===== src/rtl/mem_stage_pkg.sv =====
`default_nettype none
// ============================================================================
// mem_stage_pkg : pipeline types and RV32 load/store constants for the MEM stage
// Revision      : 1.0
// ============================================================================
package mem_stage_pkg;

    localparam int RegWidth = 32;

    localparam logic [2:0] F3_LB  = 3'b000;
    localparam logic [2:0] F3_LH  = 3'b001;
    localparam logic [2:0] F3_LW  = 3'b010;
    localparam logic [2:0] F3_LBU = 3'b100;
    localparam logic [2:0] F3_LHU = 3'b101;
    localparam logic [2:0] F3_SB  = 3'b000;
    localparam logic [2:0] F3_SH  = 3'b001;
    localparam logic [2:0] F3_SW  = 3'b010;

    typedef struct packed {
        logic       valid;
        logic       mem_rd;
        logic       mem_wr;
        logic       wb_en;
        logic [2:0] func3;
    } ctrl_t;

    typedef struct packed {
        logic [4:0]          addr;
        logic [RegWidth-1:0] value;
    } rd_t;

    typedef struct packed {
        ctrl_t               ctrl;
        logic [RegWidth-1:0] rs;
        rd_t                 rd;
    } ex_mem_t;

    typedef struct packed {
        ctrl_t ctrl;
        rd_t   rd;
    } mem_wb_t;

    typedef enum logic [1:0] {
        IDLE = 2'd0,
        BUSY = 2'd1,
        HOLD = 2'd2
    } mem_state_e;

    localparam mem_wb_t cBubble = '0;

endpackage
`default_nettype wire


===== src/rtl/mem_lsu_align.sv =====
`default_nettype none
// ============================================================================
// mem_lsu_align : byte enables, store lane replication, load extraction/extension
// Revision      : 1.0
// ============================================================================
module mem_lsu_align
    import mem_stage_pkg::*;
(
    input  logic [2:0]  func3,
    input  logic        isStore,
    input  logic [1:0]  addrLo,
    input  logic [31:0] storeData,
    input  logic [31:0] loadData,
    output logic [3:0]  byteEn,
    output logic [31:0] storeLanes,
    output logic [31:0] loadValue,
    output logic        misaligned,
    output logic        illegal
);

    logic [7:0]  wByte;
    logic [15:0] wHalf;

    assign wByte = loadData[{addrLo, 3'b000} +: 8];
    assign wHalf = addrLo[1] ? loadData[31:16] : loadData[15:0];

    always_comb begin
        byteEn     = '0;
        storeLanes = '0;
        loadValue  = '0;
        misaligned = 1'b0;
        illegal    = 1'b0;
        if (isStore) begin
            case (func3)
                F3_SB: begin
                    byteEn     = 4'b0001 << addrLo;
                    storeLanes = {4{storeData[7:0]}};
                end
                F3_SH: begin
                    byteEn     = 4'b0011 << {addrLo[1], 1'b0};
                    storeLanes = {2{storeData[15:0]}};
                    misaligned = addrLo[0];
                end
                F3_SW: begin
                    byteEn     = 4'b1111;
                    storeLanes = storeData;
                    misaligned = (addrLo != 2'b00);
                end
                default: illegal = 1'b1;
            endcase
        end else begin
            case (func3)
                F3_LB:  loadValue = {{24{wByte[7]}}, wByte};
                F3_LH: begin
                    loadValue  = {{16{wHalf[15]}}, wHalf};
                    misaligned = addrLo[0];
                end
                F3_LW: begin
                    loadValue  = loadData;
                    misaligned = (addrLo != 2'b00);
                end
                F3_LBU: loadValue = {24'd0, wByte};
                F3_LHU: begin
                    loadValue  = {16'd0, wHalf};
                    misaligned = addrLo[0];
                end
                default: illegal = 1'b1;
            endcase
        end
    end

endmodule
`default_nettype wire


===== src/rtl/mem_stage.sv =====
`default_nettype none
// ============================================================================
// mem_stage : MEM pipeline stage, load/store over a req/ack bus with stall, hold and timeout
// Revision  : 1.0
// ============================================================================
module mem_stage
    import mem_stage_pkg::*;
#(
    parameter int TimeoutCycles = 255
) (
    input  logic                iClk,
    input  logic                nRst,
    input  logic                iEn,
    input  logic                iStall,
    input  ex_mem_t             iEX,
    output logic                oStall,
    output mem_wb_t             oWB,
    output logic [RegWidth-1:0] oFwMe,
    output logic                oDmemReq,
    output logic                oDmemWe,
    output logic [31:0]         oDmemAddr,
    output logic [31:0]         oDmemWData,
    output logic [3:0]          oDmemBe,
    input  logic                iDmemAck,
    input  logic [31:0]         iDmemRData,
    input  logic                iDmemErr,
    output logic                oMisalign,
    output logic                oBusErr
);

    // Counter holds BUSY cycles already spent, so this value marks the last allowed one
    localparam logic [7:0] cTimeoutLast = 8'(TimeoutCycles - 1);

    mem_state_e  rState, wNextState;
    ctrl_t       rCtrl;
    logic [4:0]  rRdAddr;
    logic [1:0]  rLane;
    mem_wb_t     rHold;
    logic [7:0]  rCtr;

    logic        wMemop, wBad, wMisaligned, wIllegal;
    logic [2:0]  wAlignF3;
    logic [1:0]  wAlignLane;
    logic        wAlignStore;
    logic [3:0]  wBe;
    logic [31:0] wStoreLanes, wLoadValue;
    logic        wTimeout, wDone, wFail;
    mem_wb_t     wResult;

    assign wMemop = iEX.ctrl.valid & (iEX.ctrl.mem_rd | iEX.ctrl.mem_wr);
    assign wBad   = wMisaligned | wIllegal;

    // One aligner serves the issue side in IDLE and the response side afterwards
    assign wAlignF3    = (rState == IDLE) ? iEX.ctrl.func3     : rCtrl.func3;
    assign wAlignLane  = (rState == IDLE) ? iEX.rd.value[1:0]  : rLane;
    assign wAlignStore = (rState == IDLE) ? iEX.ctrl.mem_wr    : rCtrl.mem_wr;

    mem_lsu_align u_align (
        .func3      (wAlignF3),
        .isStore    (wAlignStore),
        .addrLo     (wAlignLane),
        .storeData  (iEX.rs),
        .loadData   (iDmemRData),
        .byteEn     (wBe),
        .storeLanes (wStoreLanes),
        .loadValue  (wLoadValue),
        .misaligned (wMisaligned),
        .illegal    (wIllegal)
    );

    assign wTimeout = !iDmemAck && (rCtr == cTimeoutLast);
    assign wDone    = iDmemAck | wTimeout;
    assign wFail    = iDmemAck ? iDmemErr : 1'b1;
    assign oFwMe    = oWB.rd.value;

    always_comb begin
        wResult = cBubble;
        if (!wFail) begin
            wResult.ctrl     = rCtrl;
            wResult.rd.addr  = rRdAddr;
            wResult.rd.value = rCtrl.mem_wr ? '0 : wLoadValue;
        end
    end

    always_comb begin
        wNextState = rState;
        oStall     = 1'b0;
        case (rState)
            IDLE: begin
                oStall = iStall | (wMemop & !wBad);
                if (!iStall && wMemop && !wBad) wNextState = BUSY;
            end
            BUSY: begin
                oStall = !(wDone & !iStall);
                if (wDone) wNextState = iStall ? HOLD : IDLE;
            end
            HOLD: begin
                // Release cycle lets EX advance so the held instruction is not reissued
                oStall = iStall;
                if (!iStall) wNextState = IDLE;
            end
            default: wNextState = IDLE;
        endcase
    end

    always_ff @(posedge iClk or negedge nRst) begin
        if (!nRst) begin
            rState     <= IDLE;
            oWB        <= '0;
            rHold      <= '0;
            rCtrl      <= '0;
            rRdAddr    <= '0;
            rLane      <= '0;
            rCtr       <= '0;
            oDmemReq   <= 1'b0;
            oDmemWe    <= 1'b0;
            oDmemAddr  <= '0;
            oDmemWData <= '0;
            oDmemBe    <= '0;
            oMisalign  <= 1'b0;
            oBusErr    <= 1'b0;
        end else if (iEn) begin
            rState    <= wNextState;
            oMisalign <= 1'b0;
            oBusErr   <= 1'b0;
            case (rState)
                IDLE: begin
                    if (!iStall) begin
                        if (wMemop && wBad) begin
                            oWB       <= cBubble;
                            oMisalign <= wMisaligned;
                            oBusErr   <= wIllegal;
                        end else if (wMemop) begin
                            rCtrl      <= iEX.ctrl;
                            rRdAddr    <= iEX.rd.addr;
                            rLane      <= iEX.rd.value[1:0];
                            rCtr       <= '0;
                            oDmemReq   <= 1'b1;
                            oDmemWe    <= iEX.ctrl.mem_wr;
                            oDmemAddr  <= {iEX.rd.value[31:2], 2'b00};
                            oDmemWData <= wStoreLanes;
                            oDmemBe    <= iEX.ctrl.mem_wr ? wBe : 4'b1111;
                        end else begin
                            oWB <= '{ctrl: iEX.ctrl, rd: iEX.rd};
                        end
                    end
                end
                BUSY: begin
                    if (wDone) begin
                        oDmemReq <= 1'b0;
                        oDmemWe  <= 1'b0;
                        oBusErr  <= wFail;
                        if (iStall) rHold <= wResult;
                        else        oWB   <= wResult;
                    end else if (rCtr != 8'hFF) begin
                        rCtr <= rCtr + 8'd1;
                    end
                end
                HOLD: begin
                    if (!iStall) oWB <= rHold;
                end
                default: ;
            endcase
        end
    end

endmodule
`default_nettype wire

===== config.mk =====
export PLATFORM = sky130hd
export DESIGN_NAME = mem_stage
export DESIGN_NICKNAME = d
export VERILOG_FILES = /design/src/rtl/mem_stage_pkg.sv /design/src/rtl/mem_lsu_align.sv /design/src/rtl/mem_stage.sv
export SDC_FILE = /design/constraint.sdc
export NUM_CORES = 1
export LEC_CHECK = 0
export BUFFER_PORTS_ARGS = -buffer_cell sky130_fd_sc_hd__buf_2
export CAP_MARGIN = 20
export CELL_PAD_IN_SITES_DETAIL_PLACEMENT = 0
export CELL_PAD_IN_SITES_GLOBAL_PLACEMENT = 1
export CORE_ASPECT_RATIO = 1.4
export CORE_MARGIN = 2
export CORE_UTILIZATION = 39
export DETAILED_ROUTE_END_ITERATION = 8
export PLACE_DENSITY = 0.93
export SLEW_MARGIN = 20
export SYNTH_ARGS = -nofsm -noshare
export SYNTH_HDL_FRONTEND = slang
export SYNTH_SLANG_ARGS = --single-unit
export TNS_END_PERCENT = 10

===== constraint.sdc =====
create_clock -name iClk -period 3.3 [get_ports iClk]
set_clock_uncertainty 0.2 [all_clocks]
set_input_delay 0.33 -clock iClk [delete_from_list [all_inputs] [get_ports iClk]]
set_output_delay 0.33 -clock iClk [all_outputs]
set_load 0.01 [all_outputs]

==> out/results.ini <==
[timing]
hold_viol=0
timing.fmax_ghz=0.315
timing_worst_slew_pin_value_ns=0.779
timing.setup.tns_ns=0
drv_slew=0
worst_hold_slack_ns=0.0122
rsz_0062_raised_after_global_routing=false
layout_worst_path_cycle_share_pct=96.2
timing.final.setup_violations=0
period_minus_slack_ns=3.17
slew-limit-headroom_pct=48.1
timing.final.ws_setup_ns=0.126

[setup_path]
cpLargestDelayFamily=buffers and inverters
critical_path.max_stage_delay_ns=0.44
criticalPathCategory=register to output pin
worst_path_most_repeated_cell=sky130_fd_sc_hd__nor2_1
setup.worst_path.end_class=output pin
cp_cell_sequence=inv_2 -> ha_4 -> buf_6 -> nor2b_1 -> a22oi_2 -> o22a_1 -> buf_4 -> nor2_1 -> a211oi_1 -> nor2_1 -> buf_2
path_max_fanout=17
cp-start-kind=register
crit_path_top_delay_cell=sky130_fd_sc_hd__dfrtp_1
cp.required_ns=2.77
path_buf_inv=4
worst_ep_arrival_time_ns=2.64

[logic_synthesis]
synth_xor_xnor_area_share_pct=0.278
synth_top_family_by_area=compound AO/OA/AOI/OAI gates
ys_dominant_reg_cell=sky130_fd_sc_hd__dfrtp_1
ys_async_sr_fraction_pct=100
mux_cell_area_share_after_synthesis_pct=2.64
synth-simple-area-share_pct=19.0
ys_seq_area_share_pct=48.1
synth_compound_gate_area_share_pct=22.1
mean_cell_area_of_the_mapped_netlist_um2=8.71
synth_seq_cells=182
post_synth_instance_area_um2=9470
synthDistinctLibCells=62
synth_fa_ha_area_share_pct=0.925
synth_cells=1087
synth_edf_count=0
synth.yosys.warnings=0

[placed_design]
dp_slack_ns=0.0667
postPlaceCellArea_um2=11000
port-buffer-count=260
dp.final_hpwl_um=22000
gp_congestion=0.965

[finish]
drive_above_1_share_pct=26.8
nets=1462
most_common_cell_after_layout_fill_and_taps_aside=sky130_fd_sc_hd__nand2_1
final.fill_count=2239
final_cell_mix=sky130_fd_sc_hd__nand2_1, sky130_fd_sc_hd__buf_2, sky130_fd_sc_hd__dfrtp_1, sky130_fd_sc_hd__a21oi_1, sky130_fd_sc_hd__o21ai_0
area_growth_syn_to_layout_pct=28.3
post-route-util_pct=50.8
layout.cell_area.non_filler_um2=12100

[die]
placement_rows=67
initial_core_util_pct=39.6
floorplan.core_area_um2=23900
floorplan.io_pins=263
design.die.area_um2=25600
die_height_um=188
die_width_um=136

[routing]
detailed_route_drc_error_count=0
via_per_inst=5.48
antenna_violating_nets_post_route=0
routed_wl_um=30500
dr.max_layer_used=met5
met3RoutedLength_um=1480
dr.pass1.iters=5
drt_iter0_drc=984
routed-wl-met2_um=15800
route.detailed.wl_per_inst_um=18.3
m1WireLength_um=12100
via_count=9128

[clocking]
clockRootBuffer=sky130_fd_sc_hd__clkbuf_16
cts_sinks=182
cts-buffers-inserted=17
htreeDepth=4
cts_buffer_depth=2
clk_pin_slew_ns=0.07
tritoncts=yes
worst_skew_pair.late_latency_ns=0.44

[power]
total_leakage_power_nw=5.90
cellPowerDensity_nw_per_um2=917
worst_ir_drop_on_vdd_mv=0.455

[global_route]
grt_usage_pct=23.8
grt_pass1_vias=8665
grt_start_max_net_pins=78
grt_pass1_wl_um=47600
grt_antenna_before_repair=3
grt_remaining_overflow=0

[run_status]
status=completed

[flow_run]
max-cap-violations=0

[worst_hold_path]
min_delay_path_class=input pin to register

==> area by class of cell <==
type	count	area, µm²	share of cell area, %
Sequential cell	182	4550	37.5
Multi-Input combinational cell	780	4320	35.5
Inverter	8	30.0	0.247
Clock inverter	14	214	1.76
Antenna cell	2	5.00	0.0412
Tap cell	310	388	3.19
Clock buffer	18	439	3.62
Timing Repair Buffer	352	2200	18.1
==> worst reg2reg max path, stage by stage (launching register included) <==
cell,delay [ns]
sky130_fd_sc_hd__dfrtp_1,0.44
sky130_fd_sc_hd__inv_2,0.11
sky130_fd_sc_hd__ha_4,0.19
sky130_fd_sc_hd__buf_6,0.19
sky130_fd_sc_hd__mux2_2,0.44
sky130_fd_sc_hd__mux2_2,0.28
sky130_fd_sc_hd__nand3_1,0.12
sky130_fd_sc_hd__a21oi_2,0.66
sky130_fd_sc_hd__a221oi_1,0.16
sky130_fd_sc_hd__a31oi_1,0.22
==> path summary, 6_finish.rpt <==
kind / start / end / slack (ns) / cells after the start
hold reg to reg: oDmemAddr[22] / oDmemAddr[22] / 0.27 / 2
max in group asynchronous: nRst / rHold[35] / 1.79 / 3
setup reg to reg: rState[0] / oFwMe[26] / 0.23 / 9
setup / recovery: rState[0] / oStall / 0.13 / 11
hold / removal: iEX[1] / rLane[1] / 0.01 / 3
min in group asynchronous: nRst / oWB[36] / 0.29 / 2
==> synth_stat cells, drive strengths merged (2+ instances only) <==
cell     number  area [µm²]
and2          5        31.3
a22oi        31         233
o211a         2        20.0
clkbuf       57         214
nor3          9        45.0
a21boi        2        15.0
nand2b        7        43.8
nor2b         2        12.5
a222oi        2        20.0
a32oi         7        61.3
nand3        13        65.1
nand2       316        1190
buf          61         404
o211ai        9        72.6
mux2i         9         115
a22o         19         166
a211oi        3        22.5
o21ai        65         325
dfrtp       182        4550
a21o          6        45.0
inv           8        30.0
o22ai         2        12.5
o21a          3        22.5
or4           2        15.0
nand4        10        62.6
a31oi        20         125
a21oi        67         343
and4          2        17.5
o31ai        42         315
and3          7        43.8
nor3b         2        15.0
nor2         52         195
o21bai        2        15.0
mux2          8        90.1
a221oi       22         193
a2111oi       2        17.5
mux4          2        45.0
xnor2         3        26.3
ha            7        87.6
or2           2        12.5
nor4b         2        17.5
==> through the flow <==
stage	total power [mW]	cells
after global routing	11.9	1666
final	11.1	1666
after global placement	8.72	1583
after CTS	11.1	1663
after floorplan	6.95	1088
after detailed placement	8.80	1583
==> report_power, final <==
group	internal (mW)	switching, mW	total (mW)	leakage, nW
sequential	3.03	0.602	3.63	2.37
clock	1.31	0.937	2.25	0.321
combinational	2.11	3.15	5.26	3.21
total	6.45	4.69	11.1	5.90
==> state kept, by name (all words and copies together) (netlist names) <==
name	cells
rHold	44
oDmemWData	32
oFwMe	32
oDmemAddr	30
oWB	12
rCtr	8
rCtrl	7
rRdAddr	5
oDmemBe	4
rLane	2
rState	2
oBusErr	1
oDmemReq	1
oDmemWe	1
oMisalign	1
==> layer usage <==
metal / vias to the layer above / track usage (%)
met3: 65 / 3.55
met2: 335 / 41.2
met4: 2 / 10.1
met5: - / 0
met1: 4408 / 29.4
li1: 4318 / -
==> timing repair <==
item                                    in CTS  in global routing
endpoints found under the setup margin       1                  6
hold buffers                                48                  0
hold endpoints to repair                   141                  0
gates resized for setup                      2                  4
setup buffers                                0                  1
pin swaps                                    0                  1
==> logic make-up after synthesis <==
family / count (synthesis)
muxes: 19
AOI/OAI and AO/OA: 314
other: 1
buffers and inverters: 126
xor gates and xnor gates: 3
and+or+nand+nor: 435
adders and majority gates: 7
DFF: 182
(Power assumes the default switching activity.)
